===== src/rtl/pcileech_tlps128_cfg_requester.sv =====
// Configuration-request initiator on the 128-bit TLP path (clk_pcie domain).
// Accepts one command, emits a single CfgRd0/1 or CfgWr0/1 TLP, then waits
// for the matching Cpl/CplD or a timeout and reports the result with a
// one-cycle strobe. One request is outstanding at a time; the tag rolls by
// one after every response.
module pcileech_tlps128_cfg_requester #(
   parameter int TIMEOUT_CYCLES = 62500,
   parameter int TMO_W          = 16
) (
   input  logic          clk_pcie,
   input  logic          rst_n,
   input  logic [15:0]   pcie_id,
   input  logic          req_valid,
   output logic          req_ready,
   input  logic          req_wr,
   input  logic          req_type1,
   input  logic [15:0]   req_bdf,
   input  logic [9:0]    req_reg,
   input  logic [3:0]    req_be,
   input  logic [31:0]   req_data,
   output logic [127:0]  tx_tdata,
   output logic [3:0]    tx_tkeepdw,
   output logic          tx_tlast,
   output logic          tx_tvalid,
   input  logic          tx_tready,
   input  logic [127:0]  rx_tdata,
   input  logic          rx_tuser0,
   input  logic          rx_tvalid,
   output logic          rsp_valid,
   output logic [2:0]    rsp_status,
   output logic          rsp_timeout,
   output logic [31:0]   rsp_data,
   output logic [15:0]   stale_cnt
);

   typedef enum logic [1:0] {
      ST_IDLE,
      ST_SEND,
      ST_WAIT,
      ST_RESP
   } state_t;

   localparam logic [7:0]       FT_CPL   = 8'h0A;
   localparam logic [7:0]       FT_CPLD  = 8'h4A;
   localparam logic [TMO_W-1:0] TMO_LAST = TMO_W'(TIMEOUT_CYCLES - 1);

   state_t             state_q,       state_d;
   logic [7:0]         tag_q,         tag_d;
   logic [TMO_W-1:0]   cnt_q,         cnt_d;
   logic               req_ready_q,   req_ready_d;
   logic               tx_tvalid_q,   tx_tvalid_d;
   logic [127:0]       tx_tdata_q,    tx_tdata_d;
   logic [3:0]         tx_tkeepdw_q,  tx_tkeepdw_d;
   logic               rsp_valid_q,   rsp_valid_d;
   logic [2:0]         rsp_status_q,  rsp_status_d;
   logic               rsp_timeout_q, rsp_timeout_d;
   logic [31:0]        rsp_data_q,    rsp_data_d;
   logic [15:0]        stale_cnt_q,   stale_cnt_d;

   // Completion decode: header fields of the first beat of an incoming TLP.
   logic [7:0]  rx_ft;
   logic        rx_is_cpl;
   logic        cpl_hit;
   logic        cpl_stale;
   logic [7:0]  fmt_type;

   assign rx_ft     = rx_tdata[31:24];
   assign rx_is_cpl = rx_tvalid && rx_tuser0 && (rx_ft == FT_CPL || rx_ft == FT_CPLD);
   assign cpl_hit   = rx_is_cpl && (state_q == ST_WAIT)
                      && (rx_tdata[95:80] == pcie_id) && (rx_tdata[79:72] == tag_q);
   assign cpl_stale = rx_is_cpl && !cpl_hit;

   // CfgRd0 = 0x04, CfgRd1 = 0x05; the write variants add the data bit (0x40).
   assign fmt_type = {1'b0, req_wr, 5'b00010, req_type1};

   // Header bits that play no part in matching or status extraction.
   logic unused_rx;
   assign unused_rx = ^{rx_tdata[71:48], rx_tdata[44:32], rx_tdata[23:0]};

   // Next-state and next-output computation for the request sequencer.
   // NOTE: every variable gets its default (hold) value first so no path
   // through the case statement can leave one unassigned and infer a latch.
   always_comb begin
      state_d       = state_q;
      tag_d         = tag_q;
      cnt_d         = cnt_q;
      tx_tdata_d    = tx_tdata_q;
      tx_tkeepdw_d  = tx_tkeepdw_q;
      rsp_valid_d   = 1'b0;
      rsp_status_d  = rsp_status_q;
      rsp_timeout_d = rsp_timeout_q;
      rsp_data_d    = rsp_data_q;
      stale_cnt_d   = stale_cnt_q;

      case (state_q)
         ST_IDLE: begin
            if (req_valid && req_ready_q) begin
               state_d      = ST_SEND;
               tx_tdata_d   = {req_wr ? req_data : 32'h0,
                               req_bdf, 4'b0000, req_reg[9:6], req_reg[5:0], 2'b00,
                               pcie_id, tag_q, 4'b0000, req_be,
                               fmt_type, 14'h0, 10'd1};
               tx_tkeepdw_d = req_wr ? 4'b1111 : 4'b0111;
            end
         end
         ST_SEND: begin
            if (tx_tvalid_q && tx_tready) begin
               state_d = ST_WAIT;
               cnt_d   = '0;
            end
         end
         ST_WAIT: begin
            cnt_d = cnt_q + 1'b1;
            // A completion arriving on the terminal-count cycle still wins.
            if (cpl_hit) begin
               state_d       = ST_RESP;
               rsp_valid_d   = 1'b1;
               rsp_timeout_d = 1'b0;
               rsp_status_d  = rx_tdata[47:45];
               rsp_data_d    = (rx_ft == FT_CPLD) ? rx_tdata[127:96] : 32'h0;
            end else if (cnt_q == TMO_LAST) begin
               state_d       = ST_RESP;
               rsp_valid_d   = 1'b1;
               rsp_timeout_d = 1'b1;
               rsp_status_d  = 3'b000;
               rsp_data_d    = 32'h0;
            end
         end
         ST_RESP: begin
            state_d = ST_IDLE;
            tag_d   = tag_q + 8'd1;
         end
         default: state_d = ST_IDLE;
      endcase

      if (cpl_stale && stale_cnt_q != 16'hFFFF)
         stale_cnt_d = stale_cnt_q + 16'd1;
   end

   assign req_ready_d = (state_d == ST_IDLE);
   assign tx_tvalid_d = (state_d == ST_SEND);

   // State and registered outputs; reset aborts any request in flight.
   // NOTE: non-blocking assignments here so every flop samples the values
   // computed before the edge, independent of statement order.
   always_ff @(posedge clk_pcie or negedge rst_n) begin
      if (!rst_n) begin
         state_q       <= ST_IDLE;
         tag_q         <= 8'h00;
         cnt_q         <= '0;
         req_ready_q   <= 1'b0;
         tx_tvalid_q   <= 1'b0;
         tx_tdata_q    <= 128'h0;
         tx_tkeepdw_q  <= 4'b0111;
         rsp_valid_q   <= 1'b0;
         rsp_status_q  <= 3'b000;
         rsp_timeout_q <= 1'b0;
         rsp_data_q    <= 32'h0;
         stale_cnt_q   <= 16'h0000;
      end else begin
         state_q       <= state_d;
         tag_q         <= tag_d;
         cnt_q         <= cnt_d;
         req_ready_q   <= req_ready_d;
         tx_tvalid_q   <= tx_tvalid_d;
         tx_tdata_q    <= tx_tdata_d;
         tx_tkeepdw_q  <= tx_tkeepdw_d;
         rsp_valid_q   <= rsp_valid_d;
         rsp_status_q  <= rsp_status_d;
         rsp_timeout_q <= rsp_timeout_d;
         rsp_data_q    <= rsp_data_d;
         stale_cnt_q   <= stale_cnt_d;
      end
   end

   assign req_ready   = req_ready_q;
   assign tx_tdata    = tx_tdata_q;
   assign tx_tkeepdw  = tx_tkeepdw_q;
   assign tx_tlast    = 1'b1;
   assign tx_tvalid   = tx_tvalid_q;
   assign rsp_valid   = rsp_valid_q;
   assign rsp_status  = rsp_status_q;
   assign rsp_timeout = rsp_timeout_q;
   assign rsp_data    = rsp_data_q;
   assign stale_cnt   = stale_cnt_q;

endmodule


===== config.mk =====
export PLATFORM = sky130hd
export DESIGN_NAME = pcileech_tlps128_cfg_requester
export DESIGN_NICKNAME = d
export VERILOG_FILES = /design/src/rtl/pcileech_tlps128_cfg_requester.sv
export SDC_FILE = /design/constraint.sdc
export NUM_CORES = 1
export LEC_CHECK = 0
export ABC_AREA = 1
export BUFFER_PORTS_ARGS = -buffer_cell sky130_fd_sc_hd__buf_4
export CAP_MARGIN = 30
export CORE_AREA = 2 2 155 157
export DETAILED_ROUTE_END_ITERATION = 10
export DIE_AREA = 0 0 157 159
export MAX_ROUTING_LAYER = met4
export PLACE_DENSITY = 0.66
export REMOVE_ABC_BUFFERS = 1
export SYNTH_ARGS = -nofsm -noshare
export SYNTH_HDL_FRONTEND = slang
export SYNTH_SLANG_ARGS = --single-unit

===== constraint.sdc =====
create_clock -name clk_pcie -period 1.6 [get_ports clk_pcie]
set_input_delay 0.08 -clock clk_pcie [delete_from_list [all_inputs] [get_ports clk_pcie]]
set_output_delay 0.08 -clock clk_pcie [all_outputs]
set_load 0.005 [all_outputs]

Word level (Yosys, flattened, before mapping)
Index checks and enable logic that the tools add are counted.

Output and inout port bits: 188. Bits of input ports: 214. Word-level logic and storage cells: 63. Bits in registers: 175.

Multiplexer cells: 19. Eq/ne operators: 11. Reduce and logical (&&, ||, !) cells: 18. Add/subtract/negate cells: 3.

Operators with widths (number): two-way mux 32 bit (4); adder 16 x 1 -> 16 bit, second input constant (2); case mux 16 bit (2 select lines) (1); == test 16 bit (1); == test 16 bit, second input constant (1); two-way mux 16 bit (1); != test 16 bit, second input constant (1); logical AND 1 bit (9); adder 8 x 1 -> 8 bit, second input constant (1); == test 8 x 4 -> 1 bit, second input constant (1); == test 8 x 7 -> 1 bit, second input constant (1); == test 8 bit (1); two-way mux 2 bit (4); case mux 2 bit (4 select lines) (1); two-way mux 3 bit (2); AND reduction 2 bit (3); two-way mux 1 bit (5); == test 2 x 1 -> 1 bit, second input constant (2); == test 2 bit, second input constant (2); logical NOT 2 bit (2); two-way mux 4 bit (1); nonzero test 2 bit (2); != test 2 bit, second input constant (1); logical NOT 1 bit (1); logical OR 1 bit (1).

Depth between registers and ports, before layout
Gate-level depths: netlist of the first run.

Word-level depth: 9. Depth in mapped cells: 13. Mapped depth without buffers: 12.

Least setup slack after synthesis of the first run
No wires, ideal clock.

Path kind: register -> register. From: register stale_cnt_q[0], in the netlist stale_cnt[0]. To: register stale_cnt_q[10], in the netlist stale_cnt[10]. Path buffers: 1. Clock period less this slack: 1.732 ns. Stages on the path, launching flop included: 10. Data required time: 1.483 ns. Arrival: 1.614 ns. Setup slack: -0.132 ns. Setup time: 0.117 ns. Cell sequence: dfrtp_1 -> ha_1 -> nand3_1 -> nor2_2 -> nand3_2 -> nor2_1 -> nand3_2 -> buf_2 -> nand4_1 -> nand2_1.

Longest elaborated chain between the ends: 2. Elaborated cells on any way between the ends: 3. Classes of those cells: 1 x add/sub; 1 x eq/ne; 1 x reduce/logical.

RTL lines: start: declaration (RTL line 58) `logic [15:0] stale_cnt_q, stale_cnt_d;`; start signal: assignment (RTL line 172) `stale_cnt_q <= stale_cnt_d;`; parallel branches: the longest is 2 deep, another holds adder 16 x 1 -> 16 bit.

Several ways; the timed one is not identified. A chain may end at the register's enable or synchronous reset.

Worst setup path in the final report of the first run
From: register tag_q[2]. To: register rsp_data_q[8], in the netlist rsp_data[8].

Longest elaborated chain between the ends: 4. Elaborated cells on any way between the ends: 5. Classes of those cells: 1 x eq/ne; 1 x mux; 3 x reduce/logical.

RTL lines: start: declaration (RTL line 48) `logic [7:0] tag_q, tag_d;`; start signal: assignment (RTL line 162) `tag_q <= tag_d;`; == test 8 bit * (RTL line 70) `&& (rx_tdata[95:80] == pcie_id) && (rx_tdata[79:72] == tag_q);`; logical AND 1 bit * (RTL line 70); nonzero test 2 bit (no line); AND reduction 2 bit (no line); end signal: assignment (RTL line 171) `rsp_data_q <= rsp_data_d;`; end: declaration (RTL line 57) `logic [31:0] rsp_data_q, rsp_data_d;`.

Every way passes the cells marked *; elsewhere a longest branch is shown, timed or not.

==> summary by stage, run 1 <==
Run status
The run finished, with violations left. The checks that failed: negative setup slack.

Setup path
The worst register-to-register path begins at tag_q[2]. The required time at the worst-slack endpoint is slightly below 2000 ps. The kind of end point of the critical path is a register. The capture instance of the worst register-to-register path is rsp_data[8]. The critical path data arrival time is 2070 ps.

STA classifies the critical path startpoint as a register. The worst reg-to-reg setup slack is -110 ps. Along the worst path, the maximum fanout reaches 6.

The worst reg2reg path depth is 13. The critical path in this run is classified as register to register.

Die
After floorplanning, the core was sized to cover ~23000 um^2. The die span in x is about 160 um. between 400 and 500 I/O pins were placed.

Once the floorplan was initialized, standard cells occupied 34.71% of the core. The vertical extent of the die is roughly 160 um. In this run the core area contains 56 standard-cell rows. The floorplan step defined a die boundary enclosing between 20000 and 25000 um^2.

Detailed routing
The routed design has about 28 mm of wire. The residual DRC count is 0. The number of optimization iterations in the first detailed-route pass is 5.

In this run, the number of DRC markers left after iteration 0 of detailed routing was roughly 460. Dividing the detail-routed wire length by the instance count gives about 15 um. The detail-routed via count per cell is between 4 and 5. The number of nets with antenna violations after detailed routing is 0. The total via count in the routed design is 8388.

Logic synthesis
Sorting the synthesized cells by how often they occur yields nand2_1 (395), dfrtp_1 (170), nand3_1 (91). The most used standard cell by instance count after synthesis is nand2_1. The arithmetic-cell share of the synthesized area counting full adders, half adders and majority gates is 0.4663%.

The synthesized design devotes to its leading area cell type roughly 53% of total area. The number of flops mapped to enable cells by yosys is 0. Summing the areas of all and, or, nand and nor instances in the mapped netlist gives ~30% of the synthesized area. The proportion of register bits with asynchronous set or reset after synthesis is 100.0%. During synthesis, Yosys emitted a total of 0 warnings.

After synthesis, the netlist uses 35 different library cells. The most used flip-flop cell after synthesis is dfrtp_1. The sequential-to-total area share from yosys stat is 52.84%. In the synthesized netlist, mux cells make up 0% of the area. In the synthesized netlist, the number of instances is between 900 and 1000.

The average cell area after synthesis is 8.223 um^2. After Yosys synthesis, XOR and XNOR cells account for under 10% of the synthesized area. Synthesis inferred 170 register bits. Yosys attributes the largest share of cell area to dfrtp_1 (53%), nand2_1 (18%), nand3_1 (5.7%).

In this run the cell area of the synthesized design comes to 8050 um^2. Summing the areas of all compound-gate instances in the mapped netlist gives roughly 3.6% of the synthesized area. The biggest area contributor in the post-synthesis netlist is dfrtp_1. By area, the combinational part of the netlist is dominated by simple AND/OR/NAND/NOR gates.

Power
The design draws approximately 0.016 W. VDD sags by at most roughly 0.00067 V. The internal cell power is roughly 0.011 W. Power spread over the standard cell area amounts to 1182 nW/um^2. Of the total power, the share spent switching nets is about 32%. In this run the power spent charging and discharging nets is roughly 0.0051 W. The power share of the clock group is between 20% and 30%.

The analysis attributes to cell leakage a power of around 7.1 nW. Combinational logic burns about a third of the power. The part of the power in registers is around two fifths.

Placement
The placed wire-length estimate after detailed placement is 18.24 mm. Prior to clock tree synthesis, the placed netlist has a worst setup slack of -127.9 ps. The congestion estimate from routability-driven global placement came to around 0.86.

The number of buffer cells added on primary ports is slightly below 300.

Timing
The clock tree skew after final layout is about 12 ps. The final number of max-transition violations is 0. The peak clock frequency supported by timing is 585.0 MHz. The number of hold violations in the final report came to 0.

The smallest hold slack is 84.99 ps. Of the available clock period, the critical path in the final layout requires 106.8%. The smallest clock period supported by the final layout is computed as ~1700 ps.

Setup repair after global routing could not meet its margin everywhere. The final setup violation count is 45. The worst path setup slack after routing is -109.3 ps.

Cells and area
The count of inserted antenna diode cells is 0. From synthesis to final layout, the design area changed by 66.37%. The utilization after layout is between 50% and 60%. The total number of nets in the final design is between 1500 and 2000. The layout cell share with drive strength beyond 1 is between 30% and 40%.

Worst hold path
The worst hold path was traced through 4 stages. The class of the most critical hold timing path is input pin to register. The launch point of the worst hold path is tx_tready. The worst hold path terminates at tx_tvalid.

Global route
The total overflow left after global routing is 0. The via count of the first global-routing pass was between 8000 and 9000. Entering global routing, the biggest net connects 71 pins.

The number of antenna violations at the first check in global routing was 0. The first global-routing pass estimated roughly 42 mm of wire. Global routing used a little over a fifth of the available tracks across all layers.

Clock network
The deepest level of the CTS H-tree is 4. The later pin in the worst-skew pair is clocked with a latency of approximately 430 ps. The clock passes through at most 2 buffers. The clock tree from TritonCTS is yes. After clock tree synthesis, the clock-pin slew on the worst setup and hold paths is approximately 70 ps. The clock root buffer master is clkbuf_16. Clock tree synthesis inserted a total of 17 buffers.

CTS saw 170 sinks.

Flow run
The tool flagged a number of max-cap violations equal to 0.
## per-layer routing
layer  share of wire, %  GRT usage (%)
met2                 49          35.17
met1                 42          27.09
met3                6.2          4.437
met5                  0              -
met4                2.9          8.340
## worst max-delay path, stage by stage (launching register included)
cell,delay [ps]
dfrtp_1,410
nand2_1,80
nand2_1,50
inv_1,60
nand2_2,60
nor2_2,130
nand2_2,70
nor2_4,140
nand2_4,100
nor2_4,140
buf_12,160
clkbuf_16,160
nand2_2,40
nand2_1,50
## layout by cell type, fill, tap and decap left out, drive strengths merged, types with 2 or more instances in the layout
| cell type | instances |
|---|---|
| o22ai | 3 |
| nand3 | 95 |
| conb | 42 |
| o21ai | 35 |
| xor2 | 13 |
| clkinv | 4 |
| nand2 | 398 |
| inv | 73 |
| buf | 391 |
| clkbuf | 22 |
| a21oi | 6 |
| nand4 | 23 |
| a21boi | 2 |
| nor3 | 13 |
| nor2 | 37 |
| nor4 | 3 |
| clkinvlp | 3 |
| dlygate4sd3 | 115 |
| o31ai | 2 |
| dfrtp | 170 |
| bufinv | 4 |
| xnor2 | 16 |
| ha | 3 |
## layout make-up
class                   instances  area, um^2
clock buffers                  18       429.2
fillers                      1980        9799
flip-flops and latches        170        4259
clock inverters                14       209.0
multi-input cells             696        3480
repair buffers                510        4352
well taps                     319       399.1
inverters                      70       265.3
## what timing repair did
action	in CTS	in global routing
hold buffers	115	0
endpoints found under the hold margin	201	0
resized for setup	25	88
setup buffers	6	14
endpoints found under the setup margin	58	69
cloned	1	6
pin swaps	5	50
## power groups by stage
stage          Sequential [W]  Combinational, W  Clock (W)
2_1_floorplan         0.00612           0.00167          0
3_3_place_gp          0.00611           0.00462          0
3_5_place_dp          0.00612           0.00472          0
4_1_cts               0.00607           0.00497    0.00462
5_1_grt               0.00625           0.00576    0.00481
6_report              0.00612           0.00518    0.00454
## logic make-up (layout without fill, tap and decap cells)
logic type,after synthesis,count (layout)
other,2,42
buffers and inverters,154,612
xor gates and xnor gates,29,29
adders and majority gates,3,3
and+or+nand+nor,569,570
AOI/OAI and AO/OA,52,52
DFF,170,170
## sequential cells by signal, summed over array words and instances, names as in the netlist
register	cells
tx_tdata	89
rsp_data	32
cnt_q	16
stale_cnt	16
tag_q	8
rsp_status	3
state_q	2
req_ready	1
rsp_timeout	1
rsp_valid	1
tx_tvalid	1
## worst max-delay path by stage
stage | end | start
2_1_floorplan | tx_tdata[40] | state_q[1]
3_3_place_gp | stale_cnt[5] | tag_q[6]
3_5_place_dp | rsp_data[19] | tag_q[1]
4_1_cts | rsp_data[18] | tag_q[6]
5_1_grt | rsp_data[13] | tag_q[2]
6_report | rsp_data[8] | tag_q[2]
## per-stage QoR
step	instance area, um^2	setup TNS (ps)	instances
after global routing	13390	-9155	1797
after global placement	10930	-2818	1625
after CTS	12880	-343.5	1779
after floorplan	7642	-258200	935
final	13390	-2796	1797
after detailed placement	10930	-4786	1625
Note: power is estimated with default switching activity, not from simulation.
==> run 2: changes to the inputs <==
--- a/config.mk
+++ b/config.mk
@@ -14,6 +14,7 @@
 export MAX_ROUTING_LAYER = met4
 export PLACE_DENSITY = 0.66
 export REMOVE_ABC_BUFFERS = 1
+export SETUP_SLACK_MARGIN = 0.4
 export SYNTH_ARGS = -nofsm -noshare
 export SYNTH_HDL_FRONTEND = slang
 export SYNTH_SLANG_ARGS = --single-unit
==> summary by stage, run 2 (same netlist as run 1, synthesis figures left out) <==
Flow run
The reported max-cap violation count is 0 (unchanged).

Setup path
The highest fanout seen on the critical path came to 20 (+14). The worst setup path is launched from a register. The critical path data arrival time is 2080 ps (about the same).

The startpoint-to-endpoint class of the critical path is register to register. The required time at the worst-slack endpoint came to 1970 ps (about the same). The worst setup path is captured at a register.

Detailed routing
The detailed router's first-iteration violation count is 644 (+39%). The detail-routed via count per cell is 4.953 (+6.1%). The number of optimization iterations in the first detailed-route pass is 5 (unchanged). The wire length reported by the detailed router is 35.59 mm (+28%). The total via count in the routed design is 9312 (+11%).

The wire length per cell is 18.93 um (+23%). The residual DRC count was 0 (unchanged). The number of nets with antenna violations after detailed routing is 0 (unchanged).

Clock network
The clock tree from TritonCTS is yes. The clock root buffer master is clkbuf_16. The number of clock sinks was 170 (unchanged). The number of buffers between clock root and the deepest sink is 2 (unchanged). The number of clock buffers inserted by TritonCTS is 17 (unchanged). The clock edge transition at the registers on the reported setup and hold paths is 80 ps (about the same). The deepest level of the CTS H-tree is 4 (unchanged). The clock latency reported for the late side of the worst-skew pair is 430 ps (about the same).

Die
The die span in x is 157 um (unchanged). The number of cell rows was 56 (unchanged). The total die area is 24960 um^2 (unchanged). The floorplan core area is 23190 um^2 (unchanged). The vertical extent of the die is 159 um (unchanged). The number of primary I/O pins came to 402 (unchanged).

The initial cell density of the core is 34.71% (unchanged).

Run status
The run finished, with violations left. The final reports fail on negative setup slack.

Cells and area
Leaving out fill and tap cells, the most frequent cell in the layout is buf_4. The multi-input logic area was 4329 um^2 (+24%). The register cell area after layout is 4262 um^2 (about the same). The number of filler cells placed in the layout was 1595 (-19%). The layout overhead on the synthesized area is 96.61%. The number of flip-flops in the largest register is 89 (unchanged). The top cell types in the final layout, fill and taps aside, are buf_4 (367), nand2_1 (246), dfrtp_1 (164), dlygate4sd3_1 (115), nand2_2 (89).

The layout cell share with drive strength beyond 1 was 48.65% (+14 points). The number of cells in the finished layout apart from fillers was 1880 (+4.6%). The total number of nets in the final design is 1764 (+4.9%). The post-layout instance area came to 15830 um^2 (+18%).

Global route
The number of antenna violations at the first check in global routing was 1 (+1). The overflow left after global routing was 0 (unchanged). The first-pass GRT wire length is 50.48 mm (+20%). The largest net degree at the start of global routing came to 62 (-13%). The global router's overall resource usage is 26.95% (+5.1 points).

The via count of the first global-routing pass is 9366 (+13%).

Timing
The sum of negative setup slack is -9246 ps (-6451 ps). The clock tree skew after final layout is 15.35 ps (+3.262 ps). The final setup violation count was 134 (+200%). The number of hold violations in the final report is 0 (unchanged). The final number of max-transition violations was 0 (unchanged).

The share of the clock period used by the worst path is 107.3% (+0.45 points). The minimum period implied by the final worst setup slack is 1716 ps (+7.126 ps). Setup repair after global routing could not meet its margin everywhere. The worst path setup slack after routing is -116.5 ps (-7.126 ps). The smallest hold slack is 78.07 ps (-6.926 ps). The peak clock frequency supported by timing is 582.6 MHz (-0.42%).

Placement
The pre-CTS setup slack was -127.9 ps (unchanged). The final weighted congestion in routability-driven placement is 0.8648 (unchanged). The cell total after placement is 1625 (unchanged). The placed wire-length estimate after detailed placement is 18.24 mm (unchanged). The cell area reported after detailed placement is 10930 um^2 (unchanged).

The number of buffer cells added on primary ports is 298 (unchanged).

Power
The leakage power of the design is 8.262 nW (+16%). The ratio of total power to cell area is 1323 nW/um^2 (+12%). The peak supply drop is 0.0007760 V (+16%).

Worst hold path
The class of the most critical hold timing path is input pin to register.
-- run 2: cell count changes in the layout (fill, tap and decap cells not counted), moves of 4 or more --
| cell | change |
|---|---|
| nand2_1 | -116 |
| nand2_2 | +58 |
| nand2_4 | +58 |
| buf_6 | +39 |
| buf_16 | +31 |
| o21ai_0 | -28 |
| o21ai_2 | +19 |
| buf_12 | +10 |
| nand3_1 | -9 |
| o21ai_1 | +9 |
| nand3_2 | +6 |
| nor3_1 | -6 |
| nor3_4 | +4 |
-- run 2: final timing paths --
kind	cells past startpoint	slack, ps	from	to
min	3	80	req_wr	tx_tdata[97]
max in group asynchronous	3	720	rst_n	stale_cnt[6]
max	12	-120	state_q[0]	rsp_data[18]
max reg2reg	12	-120	state_q[0]	rsp_data[18]
min in group asynchronous	2	150	rst_n	tx_tdata[68]
min reg2reg	2	480	tx_tdata[82]	tx_tdata[82]
-- run 2: layout make-up --
type	count	share of cell area, %
clock buffer	18	2.711
inverter	70	1.802
clock inverter	14	1.320
tap	319	2.522
timing repair buffer	590	37.18
multi-input combinational	696	27.35
sequential	170	26.92
antenna	1	0.01581
timing repair inverter	2	0.1739
-- run 2: power breakdown --
part | switching (W) | internal, W | leakage, nW
sequential | 0.00109 | 0.00538 | 2.24
combinational | 0.00435 | 0.00552 | 5.72
clock | 0.00194 | 0.00266 | 0.302
-- run 2: per-layer routing --
metal	GRT usage (%)	vias to the layer above	wire (um)
li1	-	4178	-
met3	4.790	113	2411
met4	10.18	0	1375
met1	33.18	4548	13800
met2	44.12	473	18000
met5	-	-	0
-- run 2: repair_timing --
action / CTS / global route
pin swaps: 51 / 62
setup endpoints to repair: 168 / 177
cloned: 31 / 5
hold buffers: 115 / 0
hold endpoints to repair: 201 / 0
setup buffers: 48 / 23
resized for setup: 223 / 239
-- run 2: metrics by stage --
| stage | util, % | total power, W |
|---|---|---|
| 3_3_place_gp | 47.11 | 0.01073 |
| 2_1_floorplan | - | 0.007793 |
| 5_1_grt | 68.25 | 0.02183 |
| 4_1_cts | 63.38 | 0.01887 |
| 6_report | 68.25 | 0.02094 |
| 3_5_place_dp | 47.11 | 0.01084 |
-- run 2: critical path, stage by stage, from the launching register on --
cell	delay [ps]
dfrtp_1	410
inv_2	90
nand2_2	70
nor2_2	110
nand2_1	70
nor2_2	130
nand2_2	80
nor2_4	130
nand2_4	120
nor2_4	150
buf_12	160
nand2_1	90
nand2_1	60
==> run 3: changes to the inputs <==
--- a/config.mk
+++ b/config.mk
@@ -8,11 +8,12 @@
 export ABC_AREA = 1
 export BUFFER_PORTS_ARGS = -buffer_cell sky130_fd_sc_hd__buf_4
 export CAP_MARGIN = 30
-export CORE_AREA = 2 2 155 157
+export CORE_AREA = 2 2 157 159
+export CTS_BUF_LIST = sky130_fd_sc_hd__clkbuf_8
 export DETAILED_ROUTE_END_ITERATION = 10
-export DIE_AREA = 0 0 157 159
+export DIE_AREA = 0 0 159 161
 export MAX_ROUTING_LAYER = met4
-export PLACE_DENSITY = 0.66
+export PLACE_DENSITY = 0.69
 export REMOVE_ABC_BUFFERS = 1
 export SETUP_SLACK_MARGIN = 0.4
 export SYNTH_ARGS = -nofsm -noshare
==> summary by stage, run 3 (same netlist as run 1, synthesis figures left out) <==
Cells and area
The layout cell share with drive strength beyond 1 was 36.98% (-12 points). The layout overhead on the synthesized area is 72.93%. The number of cells in the finished layout apart from fillers is 1843 (-2.0%). The most common library cell in the layout ignoring fill and taps is nand2_1. The library cells used most frequently in the layout, excluding fill and tap cells, are nand2_1 (376), buf_4 (360), dfrtp_1 (161), dlygate4sd3_1 (117), nand3_1 (83). The total number of nets in the final design is 1722 (-2.4%). The utilization after layout came to 58.09% (-10 points). The number of flip-flops in the largest register was 89 (unchanged). The number of filler cells placed in the layout came to 1992 (+25%).

Timing
The worst path setup slack after routing was -128.3 ps (-11.84 ps). The number of hold violations in the final report came to 0 (unchanged). The peak clock frequency supported by timing is 578.6 MHz (-0.68%).

The final number of max-transition violations is 0 (unchanged). The minimum period implied by the final worst setup slack is 1728 ps (+11.84 ps). The final setup violation count is 107 (-20%). The share of the clock period used by the worst path is 108.0% (+0.74 points). Setup repair after global routing could not meet its margin everywhere. The sum of negative setup slack was -3620 ps (+5626 ps). The clock tree skew after final layout is 12.09 ps (-3.260 ps).

Placement
The cell total after placement was 1630 (+0.31%). The final weighted congestion in routability-driven placement is 0.8500 (-1.7%). The placed wire-length estimate after detailed placement is 17.67 mm (-3.1%).

The pre-CTS setup slack is -181.3 ps (-53.38 ps). The number of buffer cells added on primary ports is 298 (unchanged).

Die
The total die area is 25600 um^2 (+2.5%). The initial cell density of the core is 33.59% (-1.1 points). The vertical extent of the die came to 161 um (+1.3%). The die span in x was 159 um (+1.3%). The number of cell rows is 57 (+1.8%). The number of primary I/O pins is 402 (unchanged). The floorplan core area is 23960 um^2 (+3.3%).

Global route
The overflow left after global routing is 0 (unchanged). The met1 layer usage reported by global route is 28.17% (-5.0 points). The via count of the first global-routing pass came to 8467 (-9.6%).

The met2 demand-to-capacity share in global routing is 36.70% (-7.4 points). The number of antenna violations at the first check in global routing is 2 (+1). The first-pass GRT wire length is 44.77 mm (-11%). The met3 routing resource usage after global routing is 4.597% (-0.19 points). The largest net degree at the start of global routing was 63 (+1.6%). The global routing stage identified its most utilized layer as met2. The global router's overall resource usage was 22.64% (-4.3 points).

Setup path
The count of buffer and inverter cells on the critical path came to 3 (+1). The critical path is of the register to register type. The worst reg-to-reg setup slack came to -130 ps (about the same). The critical path goes through inv_2 > nand2_2 > nor2_1 > nand2_1 > nor2_1 > nand2_1 > nor2_4 > nand2_4 > buf_6 > buf_6 > nand4_1 > nand2_1. The startpoint class of the critical path is a register. The standard cell with the maximum stage delay on the critical path is dfrtp_1. Counting stages on the worst path, the most repeated cell is nand2_1. The required time at the worst-slack endpoint is 1950 ps (-20 ps). The critical path data arrival time is 2080 ps (about the same). The highest fanout seen on the critical path is 6 (-70%).

The family with the most delay on the worst path is simple AND/OR/NAND/NOR gates. STA classifies the critical path endpoint as a register. The largest stage delay on the critical path is 410 ps (about the same).

Clock network
The tree is rooted in a clkbuf_8. The clock tree from TritonCTS is yes. The number of clock buffers inserted by TritonCTS came to 17 (unchanged).

The clock edge transition at the registers on the reported setup and hold paths is 100 ps (+20 ps). The deepest level of the CTS H-tree was 4 (unchanged). The number of buffers between clock root and the deepest sink is 2 (unchanged).

The clock latency reported for the late side of the worst-skew pair came to 470 ps (+40 ps). The number of clock sinks is 170 (unchanged).

Detailed routing
The detailed router's first-iteration violation count is 481 (-25%). The residual DRC count came to 0 (unchanged). The wire length per cell is 16.19 um (-14%). The total via count in the routed design is 8721 (-6.3%). The number of nets with antenna violations after detailed routing is 0 (unchanged).

The detail-routed via count per cell is 4.732 (-4.5%). The number of optimization iterations in the first detailed-route pass is 5 (unchanged). The wire length reported by the detailed router came to 29.84 mm (-16%).

Power
The peak supply drop is 0.0006445 V (-17%). The ratio of total power to cell area is 1174 nW/um^2 (-11%). The leakage power of the design is 7.341 nW (-11%).

Worst hold path
The path class of the tightest hold or removal check is input pin to async pin.

Run status
The final reports fail on negative setup slack. The run finished, with violations left.

Flow run
The reported max-cap violation count is 0 (unchanged).
==> run 3: repair_timing <==
item	4_1_cts	5_1_grt
resized for setup	101	94
setup buffers	24	23
gates cloned	11	5
pin swaps	20	20
hold buffers	117	0
endpoints found under the hold margin	287	0
setup endpoints to repair	177	180
==> run 3: worst paths after layout <==
check	depth (start not counted)	from	endpoint
worst min-delay path	2	rst_n	tx_tdata[53]
worst min register to register	2	tx_tdata[98]	tx_tdata[98]
worst max register to register	12	state_q[0]	stale_cnt[5]
max in group asynchronous	3	rst_n	rsp_status[1]
worst max-delay path	12	state_q[0]	stale_cnt[5]
min in group clk_pcie	7	rx_tdata[31]	stale_cnt[12]
==> run 3: routing by layer <==
layer	up-vias	wire, um
li1	4079	-
met1	4217	12610
met2	351	14490
met3	74	1799
met4	0	940
met5	-	0
==> run 3: area by class of cell <==
| class | count | area (um^2) | area share (%) |
|---|---|---|---|
| Clock inverter | 13 | 160.2 | 1.150 |
| Timing Repair Buffer | 549 | 5037 | 36.19 |
| Clock buffer | 18 | 247.7 | 1.780 |
| Timing Repair inverter | 1 | 11.26 | 0.08089 |
| Multi-Input combinational cell | 696 | 3511 | 25.22 |
| Tap cell | 324 | 405.4 | 2.912 |
| Inverter | 70 | 277.8 | 1.995 |
| Sequential cell | 170 | 4265 | 30.64 |
| Antenna cell | 2 | 5.005 | 0.03595 |
==> run 3: report_power, final <==
| group | internal (W) | total [W] | switching [W] | leakage [nW] |
|---|---|---|---|---|
| Sequential | 0.00537 | 0.00611 | 0.000743 | 2.23 |
| Combinational | 0.00381 | 0.00700 | 0.00319 | 4.92 |
| Clock | 0.00146 | 0.00323 | 0.00177 | 0.189 |
==> run 3: stage by stage <==
step	power, W	instance area [um^2]	hold WS, ps
6_report	0.01634	13920	42.05
5_1_grt	0.01723	13920	49.94
4_1_cts	0.01550	13340	10.52
3_5_place_dp	0.01084	10940	-25.60
3_3_place_gp	0.01073	10940	-29.66
2_1_floorplan	0.007793	7642	-215.6
==> run 3: worst reg2reg max path, delay by kind of cell, from the launching register on <==
family / cells / cell delay, ps
buffers and inverters: 3 / 360
DFF: 1 / 410
and+or+nand+nor: 9 / 840
